### config.mk
export PLATFORM = sky130hd
export DESIGN_NAME = vga_rect_writer
export DESIGN_NICKNAME = d
export VERILOG_FILES = /design/src/rtl/vga_rect_writer.sv
export SDC_FILE = /design/constraint.sdc
export NUM_CORES = 1
export LEC_CHECK = 0
export ABC_CLOCK_PERIOD_IN_PS = 4200
export CAP_MARGIN = 5
export CORE_MARGIN = 2
export CORE_UTILIZATION = 40
export CTS_CLUSTER_DIAMETER = 60
export DETAILED_ROUTE_END_ITERATION = 8
export PLACE_DENSITY = 0.61
export SYNTH_ARGS = -nofsm -noshare
export SYNTH_HDL_FRONTEND = slang
export SYNTH_SLANG_ARGS = --single-unit
### constraint.sdc
create_clock -name CLOCK_50 -period 4.2 [get_ports CLOCK_50]
set_clock_uncertainty 0.05 [all_clocks]
set_input_delay 0.84 -clock CLOCK_50 [delete_from_list [all_inputs] [get_ports CLOCK_50]]
set_output_delay 0.84 -clock CLOCK_50 [all_outputs]
set_load 0.005 [all_outputs]
### src/rtl/vga_rect_writer.sv
// Rectangle-fill pixel writer for the 160x120 VGA adapter: one pixel per clock, raster order.
// Define VGA_RECT_CLIP_EN to suppress pixels that fall outside H_RES x V_RES.
module vga_rect_writer #(
    parameter int unsigned X_W      = 8,
    parameter int unsigned Y_W      = 7,
    parameter int unsigned COLOUR_W = 3,
    parameter int unsigned H_RES    = 160,
    parameter int unsigned V_RES    = 120
) (
    input  logic                CLOCK_50,
    input  logic                reset,
    input  logic                req_valid,
    output logic                req_ready,
    input  logic [X_W-1:0]      req_x,
    input  logic [Y_W-1:0]      req_y,
    input  logic [X_W-1:0]      req_w,
    input  logic [Y_W-1:0]      req_h,
    input  logic [COLOUR_W-1:0] req_colour,
    output logic [X_W-1:0]      x,
    output logic [Y_W-1:0]      y,
    output logic [COLOUR_W-1:0] colour,
    output logic                plot,
    output logic                busy,
    output logic                done
);

`ifdef VGA_RECT_CLIP_EN
    localparam bit ClipEn = 1'b1;
`else
    localparam bit ClipEn = 1'b0;
`endif

    typedef enum logic [1:0] {StIdle, StDraw, StDone} state_e;

    state_e              state_q, state_d;
    logic [X_W-1:0]      x0_q, x0_d, w_q, w_d, cx_q, cx_d, x_q, x_d;
    logic [Y_W-1:0]      y0_q, y0_d, h_q, h_d, cy_q, cy_d, y_q, y_d;
    logic [COLOUR_W-1:0] col_q, col_d, colour_q, colour_d;
    logic                plot_q, plot_d, busy_q, busy_d, done_q, done_d;

    logic [X_W-1:0]      base_x, off_x;
    logic [Y_W-1:0]      base_y, off_y;
    logic [X_W:0]        sum_x;
    logic [Y_W:0]        sum_y;
    logic                last_col, last_row, in_bounds, draw_pix;

    assign last_col = (cx_q == w_q - X_W'(1));
    assign last_row = (cy_q == h_q - Y_W'(1));

    // Coordinates of the pixel that will be on the outputs after the coming edge.
    always_comb begin
        base_x = x0_q;
        base_y = y0_q;
        off_x  = cx_q + X_W'(1);
        off_y  = cy_q;
        if (state_q == StIdle) begin
            base_x = req_x;
            base_y = req_y;
            off_x  = '0;
            off_y  = '0;
        end else if (last_col) begin
            off_x = '0;
            off_y = cy_q + Y_W'(1);
        end
    end

    assign sum_x     = {1'b0, base_x} + {1'b0, off_x};
    assign sum_y     = {1'b0, base_y} + {1'b0, off_y};
    assign in_bounds = !ClipEn ||
                       ((sum_x < (X_W+1)'(H_RES)) && (sum_y < (Y_W+1)'(V_RES)));

    always_comb begin
        state_d  = state_q;
        x0_d     = x0_q;
        y0_d     = y0_q;
        w_d      = w_q;
        h_d      = h_q;
        col_d    = col_q;
        cx_d     = cx_q;
        cy_d     = cy_q;
        x_d      = x_q;
        y_d      = y_q;
        colour_d = colour_q;
        plot_d   = 1'b0;
        busy_d   = 1'b0;
        done_d   = 1'b0;
        draw_pix = 1'b0;

        unique case (state_q)
            StIdle: begin
                if (req_valid) begin
                    x0_d  = req_x;
                    y0_d  = req_y;
                    w_d   = req_w;
                    h_d   = req_h;
                    col_d = req_colour;
                    cx_d  = '0;
                    cy_d  = '0;
                    if (req_w == '0 || req_h == '0) begin
                        state_d = StDone;
                        done_d  = 1'b1;
                    end else begin
                        state_d  = StDraw;
                        draw_pix = 1'b1;
                    end
                end
            end
            StDraw: begin
                if (last_col && last_row) begin
                    state_d = StDone;
                    done_d  = 1'b1;
                end else begin
                    cx_d     = off_x;
                    cy_d     = off_y;
                    draw_pix = 1'b1;
                end
            end
            StDone:  state_d = StIdle;
            default: state_d = StIdle;
        endcase

        // Clipped pixels still consume a cycle but leave x/y/colour untouched.
        if (draw_pix) begin
            busy_d = 1'b1;
            plot_d = in_bounds;
            if (in_bounds) begin
                x_d      = sum_x[X_W-1:0];
                y_d      = sum_y[Y_W-1:0];
                colour_d = col_d;
            end
        end
    end

    always_ff @(posedge CLOCK_50 or posedge reset) begin
        if (reset) begin
            state_q  <= StIdle;
            x0_q     <= '0;
            y0_q     <= '0;
            w_q      <= '0;
            h_q      <= '0;
            col_q    <= '0;
            cx_q     <= '0;
            cy_q     <= '0;
            x_q      <= '0;
            y_q      <= '0;
            colour_q <= '0;
            plot_q   <= 1'b0;
            busy_q   <= 1'b0;
            done_q   <= 1'b0;
        end else begin
            state_q  <= state_d;
            x0_q     <= x0_d;
            y0_q     <= y0_d;
            w_q      <= w_d;
            h_q      <= h_d;
            col_q    <= col_d;
            cx_q     <= cx_d;
            cy_q     <= cy_d;
            x_q      <= x_d;
            y_q      <= y_d;
            colour_q <= colour_d;
            plot_q   <= plot_d;
            busy_q   <= busy_d;
            done_q   <= done_d;
        end
    end

    assign req_ready = (state_q == StIdle) && !reset;
    assign x         = x_q;
    assign y         = y_q;
    assign colour    = colour_q;
    assign plot      = plot_q;
    assign busy      = busy_q;
    assign done      = done_q;

endmodule

==> summary.txt, run 1 <==
status -> complete, no violations
Die Span Y -> 110 um
CP startpoint -> w_q[1]
post-route ant nets -> 0
# rows -> 38
first-pass GRT wire length -> 17900 um
largest net degree at the start of global routing -> 45
nets@finish -> 573
drt total wl -> 10600 um
XOR/XNOR share of the synthesized area -> 7.12%
library cells used by synthesis -> 67
dpl hpwl -> 7590 um
Slew @ Worst Pin -> 1030 ps
worst slack, placed -> 23.7 ps
top_reg_cell synth -> dfrtp_1
Finished Core Util -> 49.7%
post-route clock period utilization -> 95.7%
M1 WL -> 5120 um
largest family of logic cells by synthesized area -> simple AND/OR/NAND/NOR gates
register-to-register setup slack -> 180 ps
Peak VDD IR -> 0.000346 V
main area contributors after synthesis -> dfrtp_1 39%, mux2_2 10%, ha_1 4.7%, nand2_1 4.3%, xnor2_1 4.3%
post-synthesis mux area share -> 12.9%
die area -> 12100 sq um
WP data arrival -> 4200 ps
Avg Cell Area, Syn -> 9.80 sq um
metal2 WL -> 4830 um
sequential cell area fraction in the yosys report -> 39.0%
Die W -> 110 um
top layer in use -> met4
CTS tree -> yes
reg2reg start -> w_q[1]
Post-Synth Adder-Cell Area -> 5.62%
Via density -> 5.39
Inserted Clock Buffers -> 9
Initial Utilization -> 41.3%
Hold-fix buffers, CTS -> 0
clock period minus worst slack -> 4020 ps
Net Sw Frac -> 40.1%
grt ovf -> 0
antenna cell count -> 0
Netlist Area Pre-Place -> 4500 sq um
highest cell delay on the worst timing path -> 560 ps
WS Path Type -> reg2reg
required time of the critical path -> 4380 ps
drt first pass iters -> 4
cell family with the largest share of critical-path delay -> simple AND/OR/NAND/NOR gates
DR WL/cell -> 16.0 um
Yosys top cell by area -> dfrtp_1
worst skew pair latency -> 350 ps
Met3 Wirelength -> 552 um
Yosys Warn Count -> 0
PwrDens -> 785 nW/um^2
H-tree Lvls -> 3
crit end category -> flop
Max Slew Vio Count -> 0
total number of vias -> 3572
EDFF count, synth -> 0
vias in the first global route -> 3649
Post-Synth Simple-Gate Area -> 18.2%
share of post-route cells with drive strength above 1 -> 18.0%
Highest Clock Rate -> 0.249 GHz
MaxCap Viol Count -> 0
Starting DRT DRC Count -> 116
Synth Area in Compound Gates -> 12.2%
CTS Root Cell -> clkbuf_8
Lkg Pwr -> 2.36 nW
clk sinks -> 70
Clock Path Buffers -> 2
CP cell instances -> inv_1 -> ha_1 -> xor2_1 -> o211ai_1 -> or4b_4 -> or3_4 -> nand2_4 -> nor2_1 -> ha_1 -> a211oi_2 -> o21ai_0 -> a31o_2 -> or4_1 -> a31oi_1 -> o31ai_1
Comb pwr share -> 57.7%
Startpoint Class -> flop
crit path max-delay cell type -> or4b_4
Seq pwr share -> 31.0%
NetSw -> 1.70 mW
antenna violations before repair -> 0
count of final setup violators -> 0
area share of the leading cell type in the synthesized netlist -> 39.0%
GRT Util Overall -> 19.1%
Synth Register Bits -> 70
Core Box Area -> 10900 sq um
asr flop ratio synth -> 100%
GP Congestion -> 0.825
Buffers & Inverters on Critical Path -> 1
worst hold path class -> reg2reg
crit-path max FO -> 7
io pins -> 58
clock share of power -> 11.3%
IO Port Bufs -> 57
syn nets -> 514
min-delay src -> col_q[0]
Slew HR -> 31.4%
drt drc -> 0
clock-pin slew on the worst setup and hold paths -> 70 ps
Mapped Cells -> 459
Setup TNS -> 0 ps
Area Overhead vs Synth -> 20.5%
internal power -> 2.55 mW
most numerous cell on the critical path -> ha_1
setup ws final -> 181 ps
final count of hold timing violations -> 0
[logic make-up (layout without fill, tap and decap cells)]
group	count (synthesis)	count (layout)
and+or+nand+nor	154	154
adders and majority gates	19	19
AOI/OAI and AO/OA	80	80
xor gates and xnor gates	35	35
buffers and inverters	51	115
DFF	70	70
muxes	50	50
[stage by stage]
stage	total power, mW	std cells	cell area, sq um	hold slack, ps
5_1_grt	4.64	663	5420	471
4_1_cts	4.25	660	5370	454
6_report	4.25	663	5420	448
3_5_place_dp	3.74	644	5210	438
3_3_place_gp	3.65	644	5210	425
2_1_floorplan	3.08	459	4500	417
[power groups by stage]
stage | clock network (mW) | registers, mW | logic (mW)
global placement | 0 | 1.31 | 2.34
detailed placement | 0 | 1.33 | 2.41
CTS | 0.495 | 1.32 | 2.44
floorplan | 0 | 1.21 | 1.86
finish | 0.480 | 1.32 | 2.45
global route | 0.530 | 1.37 | 2.74
[per-layer routing]
metal | vias to the layer above | global-route usage, %
met3 | 12 | 4.94
met1 | 1721 | 25.8
met4 | 0 | 5.79
met5 | - | 0
met2 | 89 | 30.3
li1 | 1750 | -
[final timing paths]
check | cells after the start | to
worst min register to register | 1 | col_q[0]
max in group asynchronous | 3 | y[0]
min in group asynchronous | 2 | x0_q[6]
worst max-delay path | 15 | x[7]
worst min-delay path | 1 | col_q[0]
worst max register to register | 15 | x[7]
[cell usage in the layout (no fill, tap or decap), types with 3 or more instances in the layout]
master           instances
mux2_2                  40
mux2_4                   6
a31oi_1                  9
o2bb2ai_1                4
xnor2_1                 22
nand3_1                 18
nor2b_1                  4
o31ai_1                  5
ha_1                    17
clkbuf_8                10
nand4_1                  8
a21o_1                   4
nor3_1                  13
clkdlybuf4s50_1         57
nor2_1                  22
a21oi_1                 16
xor2_1                  12
inv_1                   26
nor4_1                   3
and2_1                   4
o21bai_1                 3
buf_4                   14
nand2b_1                 3
or2_2                    3
o211ai_1                 3
clkbuf_1                 5
o21ai_0                 12
nand2_1                 50
mux2i_1                  4
or4_1                    4
dfrtp_1                 70
[sequential cells by signal, summed over array words and instances, names as in the netlist]
name     count
cx_q         8
h_q          7
x            8
busy         1
x0_q         8
done         1
w_q          8
colour       3
state_q      2
cy_q         7
y            7
col_q        3
y0_q         7
[synth_stat cells (all sizes together), types with 3 or more instances]
| master | n |
|---|---|
| and2 | 4 |
| dfrtp | 70 |
| o211ai | 3 |
| o2bb2ai | 4 |
| buf | 10 |
| o21ai | 15 |
| a21o | 4 |
| nor2 | 24 |
| or4 | 4 |
| ha | 17 |
| a21oi | 18 |
| mux2i | 4 |
| nand2b | 3 |
| nor3 | 16 |
| mux2 | 46 |
| nor4 | 3 |
| o31ai | 5 |
| nand4 | 8 |
| or2 | 3 |
| o21bai | 3 |
| xor2 | 12 |
| nand2 | 52 |
| clkbuf | 13 |
| nor2b | 5 |
| inv | 28 |
| a31oi | 9 |
| xnor2 | 22 |
| nand3 | 18 |
[area by class of cell]
cell class,count,area (sq um)
Fill cell,1021,5470
Multi-Input combinational cell,338,2550
Sequential cell,70,1750
Inverter,28,105
Clock inverter,1,5.00
Clock buffer,15,156
Tap cell,140,175
Timing Repair Buffer,71,676
[what timing repair did]
item | 4_1_cts | 5_1_grt
setup endpoints to repair | 0 | 3
resized for setup | 0 | 7
buffers inserted | 0 | 3
No activity file was read; power rests on OpenSTA's default activity.
==> inputs of run 2 (changes only) <==
ABC_CLOCK_PERIOD_IN_PS = 4100   (was 4200)
PLACE_DENSITY = 0.59   (was 0.61)
clock period = 4.1 ns   (was 4.2 ns; I/O delays follow)
==> run 2 against run 1 <==
Non-clock buffer count is 1 higher. Register-to-register slack lost 20 ps. Sequential power barely moved. Wire length decreased by 1.4%. Global-route usage decreased by 0.39 points. Hold slack lost 0.80 ps. Via count rose by 0.28%. Core utilization increased by 0.52 points. Sequential share of layout area shrank 0.33 points. Maximum frequency increased by 2.0%. Clock power grew 20%. Clock-buffer cell count fell by 5. Largest power group unchanged.
==> summary.txt, run 2 (same netlist as run 1, synthesis figures left out) <==
drt drc -> 0
WP data arrival -> 4140 ps
IO Port Bufs -> 57
Area Overhead vs Synth -> 21.7%
io pins -> 58
final count of hold timing violations -> 0
Initial Utilization -> 41.3%
Peak VDD IR -> 0.000465 V
CTS tree -> yes
Via density -> 5.39
Die W -> 110 um
nets@finish -> 574
MaxCap Viol Count -> 0
post-route clock period utilization -> 96.1%
Slew @ Worst Pin -> 743 ps
# rows -> 38
antenna cell count -> 0
highest cell delay on the worst timing path -> 550 ps
post-route ant nets -> 0
Highest Clock Rate -> 0.254 GHz
vias in the first global route -> 3573
final instance area -> 5470 sq um
WS Path Type -> reg2reg
Die Span Y -> 110 um
grt ovf -> 0
CTS Root Cell -> clkbuf_8
Lkg Pwr -> 2.39 nW
cell family with the largest share of critical-path delay -> simple AND/OR/NAND/NOR gates
die area -> 12100 sq um
share of post-route cells with drive strength above 1 -> 19.8%
Core Box Area -> 10900 sq um
Clock Path Buffers -> 2
dpl hpwl -> 7620 um
clock-pin slew on the worst setup and hold paths -> 80 ps
drt first pass iters -> 4
clock period minus worst slack -> 3940 ps
Finished Core Util -> 50.3%
commonest non-fill, non-tap cell in the layout -> dfrtp_1
unrepaired setup endpoints after global routing -> yes
largest net degree at the start of global routing -> 45
Max Slew Vio Count -> 0
commonest non-fill, non-tap cells in the layout -> 70 x dfrtp_1, 57 x clkdlybuf4s50_1, 50 x nand2_1
required time of the critical path -> 4300 ps
clk sinks -> 70
Startpoint Class -> flop
worst hold path class -> reg2reg
first-pass GRT wire length -> 17400 um
PwrDens -> 816 nW/um^2
antenna violations before repair -> 0
worst skew pair latency -> 360 ps
Hold-fix buffers, CTS -> 0
Slew HR -> 50.4%
H-tree Lvls -> 3
CP cell instances -> inv_1 -> ha_2 -> xor2_1 -> o211ai_1 -> or4b_4 -> or3_4 -> nand2_2 -> buf_4 -> nor2_1 -> ha_1 -> o21ai_1 -> o21ai_0 -> a31o_2 -> or4_1 -> a31oi_1 -> o31ai_1
crit end category -> flop
Starting DRT DRC Count -> 103
Inserted Clock Buffers -> 9
drt total wl -> 10500 um
total number of vias -> 3582
DR WL/cell -> 15.8 um
Buffers & Inverters on Critical Path -> 2
crit-path max FO -> 5
Layout fillers -> 1031
status -> complete, no violations
placed cell area -> 5230 sq um
count of final setup violators -> 0
crit path max-delay cell type -> or4b_4
GRT Util Overall -> 18.8%
GP Congestion -> 0.839
## run 2: changes by cell type in the layout (fill, tap and decap cells not counted), sizes merged
| cell | delta |
|---|---|
| bufinv | +1 |
| clkinvlp | +1 |
| clkinv | +3 |
| clkbuf | -5 |
| buf | +1 |
## run 2: final timing paths
kind                          start       end  slack, ps  cells past startpoint
min in group asynchronous     reset   x0_q[7]        850                      2
max in group asynchronous     reset    h_q[3]       2390                      3
max reg2reg                  w_q[1]      x[7]        160                     16
max                          w_q[1]      x[7]        160                     16
min reg2reg                col_q[0]  col_q[0]        450                      1
min                        col_q[0]  col_q[0]        450                      1
## run 2: timing repair
| item | in CTS | in global routing |
|---|---|---|
| cloned | 0 | 0 |
| buffers inserted | 0 | 1 |
| setup endpoints to repair | 1 | 3 |
| resized for setup | 1 | 11 |
| pin swaps | 0 | 2 |
## run 2: area by class of cell
cell class / count / area (sq um) / share of cell area [%]
multi-input cells: 338 / 2560 / 46.8
flip-flops and latches: 70 / 1750 / 32.0
repair buffers: 72 / 683 / 12.5
well taps: 140 / 175 / 3.20
clock buffers: 10 / 138 / 2.51
inverters: 28 / 105 / 1.92
clock inverters: 6 / 61.3 / 1.12
## run 2: worst reg2reg max path, delay by kind of cell, from the launching register on
family / cells / cell delay [ps]
buffers and inverters: 2 / 210
XOR/XNOR: 1 / 150
flip-flops: 1 / 390
AND/OR/NAND/NOR: 5 / 1540
AO/OA/AOI/OAI: 6 / 910
adder cells (fa/ha/maj): 2 / 580
## run 2: through the flow
stage / hold slack (ps) / instances / worst slack [ps] / TNS [ps] / power, mW
2_1_floorplan: 417 / 459 / 101 / 0 / 3.15
3_3_place_gp: 427 / 647 / 124 / 0 / 3.78
3_5_place_dp: 432 / 647 / -18.4 / -18.4 / 3.85
4_1_cts: 451 / 663 / 32.7 / 0 / 4.46
5_1_grt: 467 / 664 / -24.2 / -24.2 / 4.86
6_report: 447 / 664 / 159 / 0 / 4.47
## run 2: layer usage
metal | wire, um | vias to the layer above | track usage [%]
met2 | 4730 | 82 | 29.1
li1 | - | 1755 | -
met4 | 193 | 0 | 7.87
met5 | 0 | - | 0
met3 | 528 | 16 | 3.88
met1 | 5040 | 1729 | 25.5
## run 2: power by group
group          switching, mW  leakage (nW)  internal, mW  total, mW
logic                   1.18          1.45          1.38       2.55
registers              0.310         0.845          1.03       1.34
clock network          0.282         0.102         0.295      0.577
total                   1.77          2.39          2.70       4.47
